`src/rtl/calc_pkg.sv`:
```
// Shared definitions for the calculator datapath units.
//  - CALC_WIDTH : default operand width in bits (results are 2*CALC_WIDTH bits)
//  - OP_ADD/OP_MUL : operator encoding on the 1-bit op input
//  - state_t : sequencing states of the adder/multiplier unit
package calc_pkg;

  localparam int CALC_WIDTH = 4;

  localparam logic OP_ADD = 1'b0;
  localparam logic OP_MUL = 1'b1;

  typedef enum logic [1:0] {
    IDLE = 2'd0,
    ADD  = 2'd1,
    MUL  = 2'd2,
    DONE = 2'd3
  } state_t;

endpackage

```
`src/rtl/shift_add_mul_core.sv`:
```
// Iterative shift-add multiplier datapath.
// Ports:
//  clk, rst_n  : clock, synchronous active-low reset (clears all registers)
//  load        : capture operands, clear accumulator and iteration count
//  step        : perform one shift-add iteration
//  mcand_in    : multiplicand captured on load
//  mplier_in   : multiplier captured on load
//  acc_next    : accumulator value after the iteration taken this cycle
//  last        : the iteration taken this cycle is the final one
module shift_add_mul_core
  import calc_pkg::*;
#(
  parameter int WIDTH = CALC_WIDTH
) (
  input  logic               clk,
  input  logic               rst_n,
  input  logic               load,
  input  logic               step,
  input  logic [WIDTH-1:0]   mcand_in,
  input  logic [WIDTH-1:0]   mplier_in,
  output logic [2*WIDTH-1:0] acc_next,
  output logic               last
);

  localparam int CNT_W = $clog2(WIDTH + 1);

  logic [2*WIDTH-1:0] acc;
  logic [WIDTH-1:0]   mcand;
  logic [WIDTH-1:0]   mplier;
  logic [CNT_W-1:0]   cnt;
  logic [2*WIDTH-1:0] addend;

  // The multiplicand is kept unshifted; its weight comes from the count,
  // so the partial product for bit cnt is mcand << cnt.
  always_comb begin
    addend   = {{WIDTH{1'b0}}, mcand} << cnt;
    acc_next = mplier[0] ? (acc + addend) : acc;
    last     = (cnt == CNT_W'(WIDTH - 1));
  end

  always_ff @(posedge clk) begin
    if (!rst_n) begin
      acc    <= '0;
      mcand  <= '0;
      mplier <= '0;
      cnt    <= '0;
    end else if (load) begin
      acc    <= '0;
      mcand  <= mcand_in;
      mplier <= mplier_in;
      cnt    <= '0;
    end else if (step) begin
      acc    <= acc_next;
      mplier <= mplier >> 1;
      cnt    <= cnt + CNT_W'(1);
    end
  end

endmodule

```
`src/rtl/adder_multiplier_4bit.sv`:
```
// Sequential adder / shift-add multiplier, one operation per start/done.
// Ports:
//  clk, rst_n : clock, synchronous active-low reset
//  start      : request, sampled only in IDLE together with op, a, b
//  op         : OP_ADD (0) or OP_MUL (1)
//  a, b       : operands
//  busy       : operation in progress
//  done       : one-cycle pulse, result valid from this cycle
//  result     : zero-extended sum or product, held until overwritten
//  carry      : carry out of the add; 0 after a multiply
// Handshake: start is a level request honoured only when the unit is IDLE;
// it is neither queued nor re-sampled while busy or during the done cycle.
// Build option: define SIGNED_MUL_EN for two's-complement multiply
// (magnitudes multiplied, product negated on completion). Add stays unsigned.
module adder_multiplier_4bit
  import calc_pkg::*;
#(
  parameter int WIDTH = CALC_WIDTH
) (
  input  logic               clk,
  input  logic               rst_n,
  input  logic               start,
  input  logic               op,
  input  logic [WIDTH-1:0]   a,
  input  logic [WIDTH-1:0]   b,
  output logic               busy,
  output logic               done,
  output logic [2*WIDTH-1:0] result,
  output logic               carry
);

  state_t             state;
  logic [WIDTH-1:0]   a_q;
  logic [WIDTH-1:0]   b_q;
  logic [WIDTH:0]     sum;
  logic               accept;
  logic               mul_load;
  logic               mul_step;
  logic               mul_last;
  logic [WIDTH-1:0]   a_mag;
  logic [WIDTH-1:0]   b_mag;
  logic [2*WIDTH-1:0] acc_next;
  logic [2*WIDTH-1:0] mul_out;

`ifdef SIGNED_MUL_EN
  logic neg;
`endif

  assign accept   = (state == IDLE) && start;
  assign mul_load = accept && (op == OP_MUL);
  assign mul_step = (state == MUL);

  always_comb begin
    sum = {1'b0, a_q} + {1'b0, b_q};
`ifdef SIGNED_MUL_EN
    a_mag   = a[WIDTH-1] ? -a : a;
    b_mag   = b[WIDTH-1] ? -b : b;
    mul_out = neg ? -acc_next : acc_next;
`else
    a_mag   = a;
    b_mag   = b;
    mul_out = acc_next;
`endif
  end

  shift_add_mul_core #(
    .WIDTH(WIDTH)
  ) u_core (
    .clk      (clk),
    .rst_n    (rst_n),
    .load     (mul_load),
    .step     (mul_step),
    .mcand_in (a_mag),
    .mplier_in(b_mag),
    .acc_next (acc_next),
    .last     (mul_last)
  );

  always_ff @(posedge clk) begin
    if (!rst_n) begin
      state  <= IDLE;
      busy   <= 1'b0;
      done   <= 1'b0;
      result <= '0;
      carry  <= 1'b0;
      a_q    <= '0;
      b_q    <= '0;
`ifdef SIGNED_MUL_EN
      neg    <= 1'b0;
`endif
    end else begin
      case (state)
        IDLE: begin
          done <= 1'b0;
          if (accept) begin
            a_q   <= a;
            b_q   <= b;
            busy  <= 1'b1;
            state <= (op == OP_MUL) ? MUL : ADD;
`ifdef SIGNED_MUL_EN
            neg   <= a[WIDTH-1] ^ b[WIDTH-1];
`endif
          end
        end
        ADD: begin
          // result[WIDTH] is the carry bit of the sum by construction.
          result <= {{(WIDTH-1){1'b0}}, sum};
          carry  <= sum[WIDTH];
          busy   <= 1'b0;
          done   <= 1'b1;
          state  <= DONE;
        end
        MUL: begin
          if (mul_last) begin
            result <= mul_out;
            carry  <= 1'b0;
            busy   <= 1'b0;
            done   <= 1'b1;
            state  <= DONE;
          end
        end
        DONE: begin
          done  <= 1'b0;
          state <= IDLE;
        end
        default: begin
          busy  <= 1'b0;
          done  <= 1'b0;
          state <= IDLE;
        end
      endcase
    end
  end

endmodule
```
`config.mk`:
```
export PLATFORM = sky130hd
export DESIGN_NAME = adder_multiplier_4bit
export DESIGN_NICKNAME = d
export VERILOG_FILES = /design/src/rtl/calc_pkg.sv /design/src/rtl/shift_add_mul_core.sv /design/src/rtl/adder_multiplier_4bit.sv
export SDC_FILE = /design/constraint.sdc
export NUM_CORES = 1
export LEC_CHECK = 0
export CORE_MARGIN = 1.5
export CORE_UTILIZATION = 53
export CTS_BUF_LIST = sky130_fd_sc_hd__clkbuf_4
export CTS_CLUSTER_SIZE = 10
export DETAILED_ROUTE_END_ITERATION = 8
export MAX_ROUTING_LAYER = met4
export PLACE_DENSITY = 0.79
export SLEW_MARGIN = 20
export SYNTH_ARGS = -nofsm -noshare
export SYNTH_HDL_FRONTEND = slang
export SYNTH_SLANG_ARGS = --single-unit
```
`constraint.sdc`:
```
create_clock -name clk -period 2.56 [get_ports clk]
set_clock_uncertainty 0.05 [all_clocks]
set_input_delay 0.512 -clock clk [delete_from_list [all_inputs] [get_ports clk]]
set_output_delay 0.512 -clock clk [all_outputs]
set_load 0.01 [all_outputs]
```
# Word-level counts from Yosys, hierarchy flattened
# Index checks and enable logic that the tools add are counted.
[word_totals] ff_bits=40 input_bits=12 out_inout_bits=11 word_cells=49
[op_classes] addsub=3 eq_ne=6 shifts=1 muxes=15 bitwise=1 n_reduce_logical=12
[ops] operator="8-bit two-way mux" n=2
[ops] operator="8-bit case mux with 2 select lines" n=1
[ops] operator="8-bit adder" n=1
[ops] operator="4-bit two-way mux" n=2
[ops] operator="2-bit case mux with 4 select lines" n=1
[ops] operator="4-bit by 3-bit left shift with 8-bit output" n=1
[ops] operator="2-bit two-way mux" n=3
[ops] operator="1-bit case mux with 3 select lines" n=2
[ops] operator="2-bit AND reduction" n=3
[ops] operator="4-bit by 4-bit adder with 5-bit output" n=1
[ops] operator="2-bit equality test (second input constant)" n=2
[ops] operator="2-bit nonzero test" n=2
[ops] operator="2-bit OR reduction" n=2
[ops] operator="3-bit by 1-bit adder with 3-bit output (second input constant)" n=1
[ops] operator="3-bit by 2-bit equality test with 1-bit output (second input constant)" n=1
[ops] operator="1-bit two-way mux" n=3
[ops] operator="3-bit AND reduction" n=1
[ops] operator="3-bit nonzero test" n=1
[ops] operator="2-bit by 1-bit equality test with 1-bit output (second input constant)" n=1
[ops] operator="1-bit logical AND" n=2
[ops] operator="2-bit logical NOT" n=1
[ops] operator="2-bit by 1-bit inequality test with 1-bit output (second input constant)" n=1
[ops] operator="2-bit inequality test (second input constant)" n=1
[ops] operator="1-bit case mux with 2 select lines" n=1
[ops] operator="1-bit NOT" n=1

# Logic depth before layout (Yosys ltp)
# Gate-level depths: netlist (run 1).
[logic_depth] depth_word=5 ltp_mapped=13 depth_no_buf=12

# Hierarchy
# Synthesis (run 1) repeated with hierarchy kept, for this count alone.
[unflattened] cells_unflattened=281 hier_area_um2=2429.8
[modules_own_cells] module="shift_add_mul_core" n_inst=1 cells_per_inst=161 area_each_um2=1361.3
[modules_own_cells] module="adder_multiplier_4bit" n_inst=1 cells_per_inst=120 area_each_um2=1068.5

# Worst setup path before layout (run 1)
# No wires, ideal clock.
[synth_path] path_type="register to register" from="reg u_core.cnt[0]" to="reg result[7]" setup_time_ns=0.115 t_arrival_ns=2.315 t_required_ns=2.395 setup_slack_ns=0.081 path_stages_with_launch=11 path_buffers=1 cell_sequence="dfxtp_1 > buf_6 > mux4_2 > and2_2 > ha_1 > nand2_1 > a211oi_1 > nor2_1 > xor2_2 > a22o_1 > o21a_1"
[synth_via] elab_chain_len=5 elab_cells_between_ends=8 classes_between="add/sub (1); eq/ne (2); shift (1); mux (3); reduce/logical (1)"
[synth_rtl] item="start: declaration" line_no="shift_add_mul_core.sv:30" source="logic [CNT_W-1:0] cnt;"
[synth_rtl] item="start signal: assignment" line_no="shift_add_mul_core.sv:55" source="cnt <= cnt + CNT_W'(1);"
[synth_rtl] item="4-bit by 3-bit left shift with 8-bit output" line_no="shift_add_mul_core.sv:36" source="addend = {{WIDTH{1'b0}}, mcand} << cnt;"
[synth_rtl] item="8-bit adder" line_no="shift_add_mul_core.sv:37" source="acc_next = mplier[0] ? (acc + addend) : acc;"
[synth_rtl] item="8-bit two-way mux" line_no="shift_add_mul_core.sv:37"
[synth_rtl] item="8-bit two-way mux" line_no="adder_multiplier_4bit.sv:114" source="if (mul_last) begin"
[synth_rtl] item="8-bit case mux with 2 select lines" line_no="adder_multiplier_4bit.sv:92" source="case (state)"
[synth_rtl] item="end signal: assignment" line_no="adder_multiplier_4bit.sv:107" source="result <= {{(WIDTH-1){1'b0}}, sum};"
[synth_rtl] item="end signal: assignment" line_no="adder_multiplier_4bit.sv:115" source="result <= mul_out;"
[synth_rtl] item="end: declaration" line_no="adder_multiplier_4bit.sv:28" source="output logic [2*WIDTH-1:0] result,"
# Parallel ways exist; a longest one is shown, timed or not. The select of a mux whose other input is x is not followed.
# A chain may end at the register's enable or synchronous reset.

# Worst setup path in the final report (run 1)
[layout_path] from="reg u_core.cnt[0]" to="reg u_core.acc[7]"
[layout_via] elab_chain_len=3
[layout_rtl] item="4-bit by 3-bit left shift with 8-bit output" line_no="shift_add_mul_core.sv:36"
[layout_rtl] item="8-bit adder" line_no="shift_add_mul_core.sv:37"
[layout_rtl] item="8-bit two-way mux" line_no="shift_add_mul_core.sv:37"
[layout_rtl] item="end signal: assignment" line_no="shift_add_mul_core.sv:53" source="acc <= acc_next;"
[layout_rtl] item="end: declaration" line_no="shift_add_mul_core.sv:27" source="logic [2*WIDTH-1:0] acc;"
# Every way passes these cells.

==> out/metrics.csv, run 1 <==
metric,value,unit
grt_max_degree,33,
synthCells,275,
cp.depth,12,
core_region_area,4120,µm²
synth_edf_count,0,
die_width,69.3,µm
power.density,759,nW/µm²
fp.dieH,69.3,µm
drive_gt1_share,14.5,%
dpl_cell_area,2610,µm²
grt_overflow_total,0,
hold-worst-slack,427,ps
die-area,4810,µm²
gp_congestion,0.934,
drtPass1Iterations,4,
fmax,405,MHz
status,completed,
port_buffers,22,
pin_count,23,
antenna_found_initial,0,
post_drt_wl_per_cell,14.5,µm
tightest_slew,571,ps
worst_path_max_delay_cell,dfxtp_4,
drt_iter0_drc,154,
p_leak,1.14,nW
clockBufferDepth,2,
finalCritPeriodShare,96.3,%
hold_depth,2,
cts.clk_slew.worst_paths,110,ps
seq_area_frac_synth,34.3,%
drt-total-wl,5130,µm
hold_viol,0,
clk-insertion-delay-late,350,ps
relSlewSlack,61.5,%
initial_core_util,56.7,%
crit_chain,and2b_2 -> nand2_1 -> o21ai_1 -> nand2b_1 -> o21ai_1 -> ha_1 -> a21oi_2 -> o21ai_2 -> nor2_2 -> xor2_2 -> a31oi_1 -> a41o_1,
syn_nets,307,
synth_seq_cells,40,
ir_drop,0.000437,V
fin_crit,2470,ps
setup_viol,0,
path_common_cell,o21ai_1,
rr_worst_depth,12,
cts_tree,yes,
arrival,2670,ps
post-route-util,67.6,%
grt_usage,21.2,%
rows,23,
power,2.11,mW
antenna_cells,0,
ys.flop_type,dfxtp_1,
root_buffer,clkbuf_4,
path_buf_inv,0,
rsz0062_at_grt,yes,
cp-start-kind,register,
worstHoldPathType,register to register,
area_growth,19.2,%
worst-setup-path-type,register to register,
final_nets,335,
grt_pass1_vias,1777,
critPathTopFamily,compound AO/OA/AOI/OAI gates,
synth_cell_types,45,
maxSlewViolCount,0,
cts.sinks,40,
dp_hpwl,3700,µm
grt_pass1_wl,8160,µm
max_cap_viol_count,0,
detail_route.vias_per_cell,5.78,
ys_warn_count,0,
drc_errors,0,
num_vias,2040,
cp-end-kind,register,
required,2760,ps
fin_area,2780,µm²
postRouteAntennaNets,0,
syn_area,2330,µm²
syn_area_per_cell,8.48,µm²
synthArstFlopShare,0,%
holdBufCountCts,0,
cts_inserted_buffers,5,
critPathMaxFanout,5,
cts.htree.levels,2,
crit_path_max_incr_delay,410,ps
[metrics by stage]
step	std cells	setup slack, ps	TNS, ps
floorplan	275	80.8	0
detailed placement	340	-43.8	-71.2
finish	353	93.6	0
global placement	340	27.1	0
CTS	347	20.6	0
global route	353	-37.1	-73.7
[cells in the mapped netlist, types with 2 or more instances]
master / number / area share [%]
or3_1: 2 / 0.54
xor2_1: 4 / 1.5
a21boi_0: 17 / 5.5
nand2b_1: 9 / 2.4
nand2_1: 39 / 6.3
o211a_1: 4 / 1.7
dfxtp_1: 40 / 34
a21o_1: 2 / 0.64
inv_1: 11 / 1.8
a31oi_1: 4 / 1.1
mux2_2: 2 / 0.97
ha_1: 18 / 9.7
a21oi_1: 14 / 3.0
fa_1: 2 / 1.7
xnor2_1: 3 / 1.1
nand3_1: 16 / 3.4
buf_4: 2 / 0.64
nand4_1: 2 / 0.54
mux2i_1: 10 / 4.3
o211ai_1: 2 / 0.64
nor3b_1: 2 / 0.64
a211oi_1: 4 / 1.3
clkbuf_1: 13 / 2.1
nor2b_1: 5 / 1.3
o21ai_0: 13 / 2.8
nand3b_1: 2 / 0.64
nor2_1: 15 / 2.4
[what timing repair did]
action                                  4_1_cts  5_1_grt
pin swaps                                     0       13
setup buffers                                 0        6
endpoints found under the setup margin        3       11
gates resized for setup                       1       21
[metal layers]
metal	GRT usage, %	routed length (µm)	vias to the layer above
li1	-	-	1014
met1	27.6	2400	961
met2	32.9	2450	56
met3	4.36	188	9
met4	7.19	87	0
met5	-	0	-
[logic make-up after synthesis]
logic type                 count (synthesis)  share of synthesized area (%)
xor gates and xnor gates                   8                           3.33
adders and majority gates                 20                           11.4
buffers and inverters                     27                           4.99
muxes                                     13                           6.22
and+or+nand+nor                           98                           20.0
AOI/OAI and AO/OA                         69                           19.8
DFF                                       40                           34.3
[final cells by class]
type / instances / area [µm²]
clock inverter: 1 / 5.00
sequential: 40 / 805
timing repair buffer: 37 / 333
multi-input combinational: 208 / 1490
clock buffer: 6 / 45.0
fill: 359 / 1340
inverter: 11 / 41.3
tap: 50 / 62.6
[worst reg2reg max path: cells and delay by family (launching register included)]
| family | cells | cell delay (ps) |
|---|---|---|
| xor+xnor | 1 | 220 |
| flops | 1 | 410 |
| compound gates | 6 | 780 |
| simple gates | 4 | 540 |
| fa+ha+maj | 1 | 390 |
[state kept, by name (all words and copies together), names as in the netlist]
| signal | count |
|---|---|
| u_core.mplier | 4 |
| u_core.acc | 8 |
| busy | 1 |
| result | 8 |
| u_core.mcand | 4 |
| done | 1 |
| u_core.cnt | 3 |
| state | 2 |
| a_q | 4 |
| b_q | 4 |
| carry | 1 |
[path summary, 6_finish.rpt]
check / start / to / slack [ps]
min reg2reg: b_q[3] / b_q[3] / 430
max reg2reg: u_core.cnt[0] / u_core.acc[7] / 90
min: b_q[3] / b_q[3] / 430
max: u_core.cnt[0] / u_core.acc[7] / 90
[cell usage in the layout, fill, tap and decap left out, types with 2 or more instances in the layout]
| master | instances |
|---|---|
| nand2b_1 | 9 |
| nand4_1 | 2 |
| o21ai_2 | 2 |
| buf_4 | 15 |
| fa_1 | 2 |
| o211ai_1 | 2 |
| a21oi_1 | 11 |
| or3_1 | 2 |
| a21o_1 | 2 |
| nor2_1 | 14 |
| xor2_1 | 3 |
| o21ai_1 | 2 |
| nand2_1 | 38 |
| xnor2_1 | 3 |
| dfxtp_1 | 39 |
| a21boi_0 | 17 |
| o21ai_0 | 9 |
| o211a_1 | 4 |
| clkdlybuf4s50_1 | 22 |
| inv_1 | 11 |
| a31oi_1 | 4 |
| nor2b_1 | 5 |
| ha_1 | 16 |
| nand2_2 | 2 |
| a211oi_1 | 3 |
| a21oi_2 | 3 |
| xor2_2 | 2 |
| nand3b_1 | 2 |
| clkbuf_4 | 6 |
| mux2i_1 | 9 |
| nand3_1 | 15 |
| mux2_2 | 2 |
[power breakdown]
part	switching [mW]	leakage (nW)	internal, mW
Combinational	0.546	0.778	0.415
Clock	0.200	0.0315	0.112
Sequential	0.0965	0.327	0.741
Total	0.843	1.14	1.27
Note: power is estimated with default switching activity, not from simulation.
==> inputs of run 2 (changes only) <==
- CORE_UTILIZATION: 53 -> 59
- DONT_BUFFER_PORTS: unset -> 1
==> run 2 against run 1 <==
- global-route usage rose by 4.3 points
- clock-buffer cell count fell by 1
- critical path type unchanged
- non-clock buffer count fell by 26
- flip-flop and latch count did not move
- total power rose by 1.3%
- wire length fell by 1.6%
- die area fell by 9.7%
- clock power rose by 36%
- largest cell class unchanged
- combinational power fell by 11%
==> out/metrics.csv, run 2 (synthesis gave the netlist of run 1 again) <==
metric,value,unit
fp.dieH,65.9,µm
root_buffer,clkbuf_4,
place_ws,-48.2,ps
rows,22,
drt_iter0_drc,175,
cp-start-kind,register,
die-area,4340,µm²
hold_viol,0,
port_buffers,0,
required,2770,ps
detail_route.vias_per_cell,5.98,
dp_cells,316,
grt_usage,25.5,%
holdBufCountCts,0,
drtPass1Iterations,5,
critPathMaxFanout,5,
antenna_cells,0,
worst-setup-path-type,register to register,
clockBufferDepth,2,
cts.htree.levels,2,
layout.cells.non_filler,326,
cts_tree,yes,
power.density,839,nW/µm²
core_region_area,3720,µm²
die_width,65.9,µm
fin_crit,2510,ps
initial_core_util,62.8,%
layout_common_cells,"39 x nand2_1, 39 x dfxtp_1, 17 x a21boi_0, 16 x ha_1, 15 x nand3_1",
relSlewSlack,62.7,%
power,2.14,mW
post_drt_wl_per_cell,15.5,µm
grt_pass1_vias,1820,
final_nets,309,
cts_inserted_buffers,5,
grt_overflow_total,0,
arrival,2720,ps
max_cap_viol_count,0,
gp_congestion,0.931,
antenna_found_initial,0,
tightest_slew,554,ps
setup_viol,0,
num_vias,1951,
drive_gt1_share,12.6,%
reg_top3,"result x8, u_core.acc x8",
grt_pass1_wl,8350,µm
p_leak,1.04,nW
drc_errors,0,
cp-end-kind,register,
maxSlewViolCount,0,
hold-worst-slack,220,ps
ir_drop,0.000487,V
status,completed,
drt-total-wl,5050,µm
postRouteAntennaNets,0,
pin_count,23,
grt_max_degree,34,
cts.sinks,40,
finalCritPeriodShare,98.1,%
worstHoldPathType,input pin to register,
fin_ws,49.3,ps
clk-insertion-delay-late,350,ps
area_growth,9.23,%
fmax,398,MHz
dp_hpwl,3620,µm
cts.clk_slew.worst_paths,130,ps
-- run 2: cell types whose count changed in the layout (fill, tap and decap cells not counted), moves of 2 or more --
cell             previous run  this run
clkdlybuf4s50_1            22         0
o21ai_2                     2         0
o21ai_0                     9        12
buf_4                      15        10
-- run 2: worst paths after layout --
kind,start,end,slack [ps],depth (start not counted)
setup reg to reg,u_core.cnt[0],u_core.acc[7],50,11
setup / recovery,u_core.cnt[0],u_core.acc[7],50,11
hold / removal,rst_n,result[7],220,1
hold reg to reg,b_q[0],b_q[0],440,2
-- run 2: routing by layer --
metal | wire (µm) | share of wire [%] | track usage (%) | vias up
met5 | 0 | 0 | - | -
met4 | 120 | 2.4 | 9.64 | 0
met3 | 181 | 3.6 | 4.94 | 12
met2 | 2450 | 48 | 41.7 | 44
met1 | 2300 | 46 | 31.1 | 935
li1 | - | - | - | 960
-- run 2: cell type report --
class	instances	area (µm²)
Multi-Input combinational cell	208	1480
Fill cell	333	1170
Sequential cell	40	805
Timing Repair Buffer	11	86.3
Tap cell	48	60.1
Clock inverter	3	42.5
Inverter	11	41.3
Clock buffer	5	37.5
-- run 2: critical path, stage by stage (launching register included) --
cell	delay [ps]
dfxtp_4	370
buf_6	130
mux2i_4	180
buf_4	140
o21ai_0	210
ha_1	330
a21oi_2	180
o21ai_0	100
nor2_2	150
xor2_2	230
a31oi_1	130
a41o_1	220
-- run 2: stage by stage --
stage	setup TNS, ps	cell area, µm²	utilization [%]
after CTS	0	2490	67.1
final	0	2550	68.6
after global placement	0	2380	64.2
after global routing	-110	2550	68.6
after detailed placement	-63.3	2380	64.2
after floorplan	0	2330	-
-- run 2: report_power, final --
group	leakage [nW]	internal (mW)	switching, mW
combinational	0.672	0.340	0.512
clock	0.0428	0.204	0.219
sequential	0.327	0.741	0.122
-- run 2: repair_timing --
action                     CTS  global route
pin swaps                    3             9
setup endpoints to repair    2             9
buffers inserted             1             1
gates resized for setup      6            10
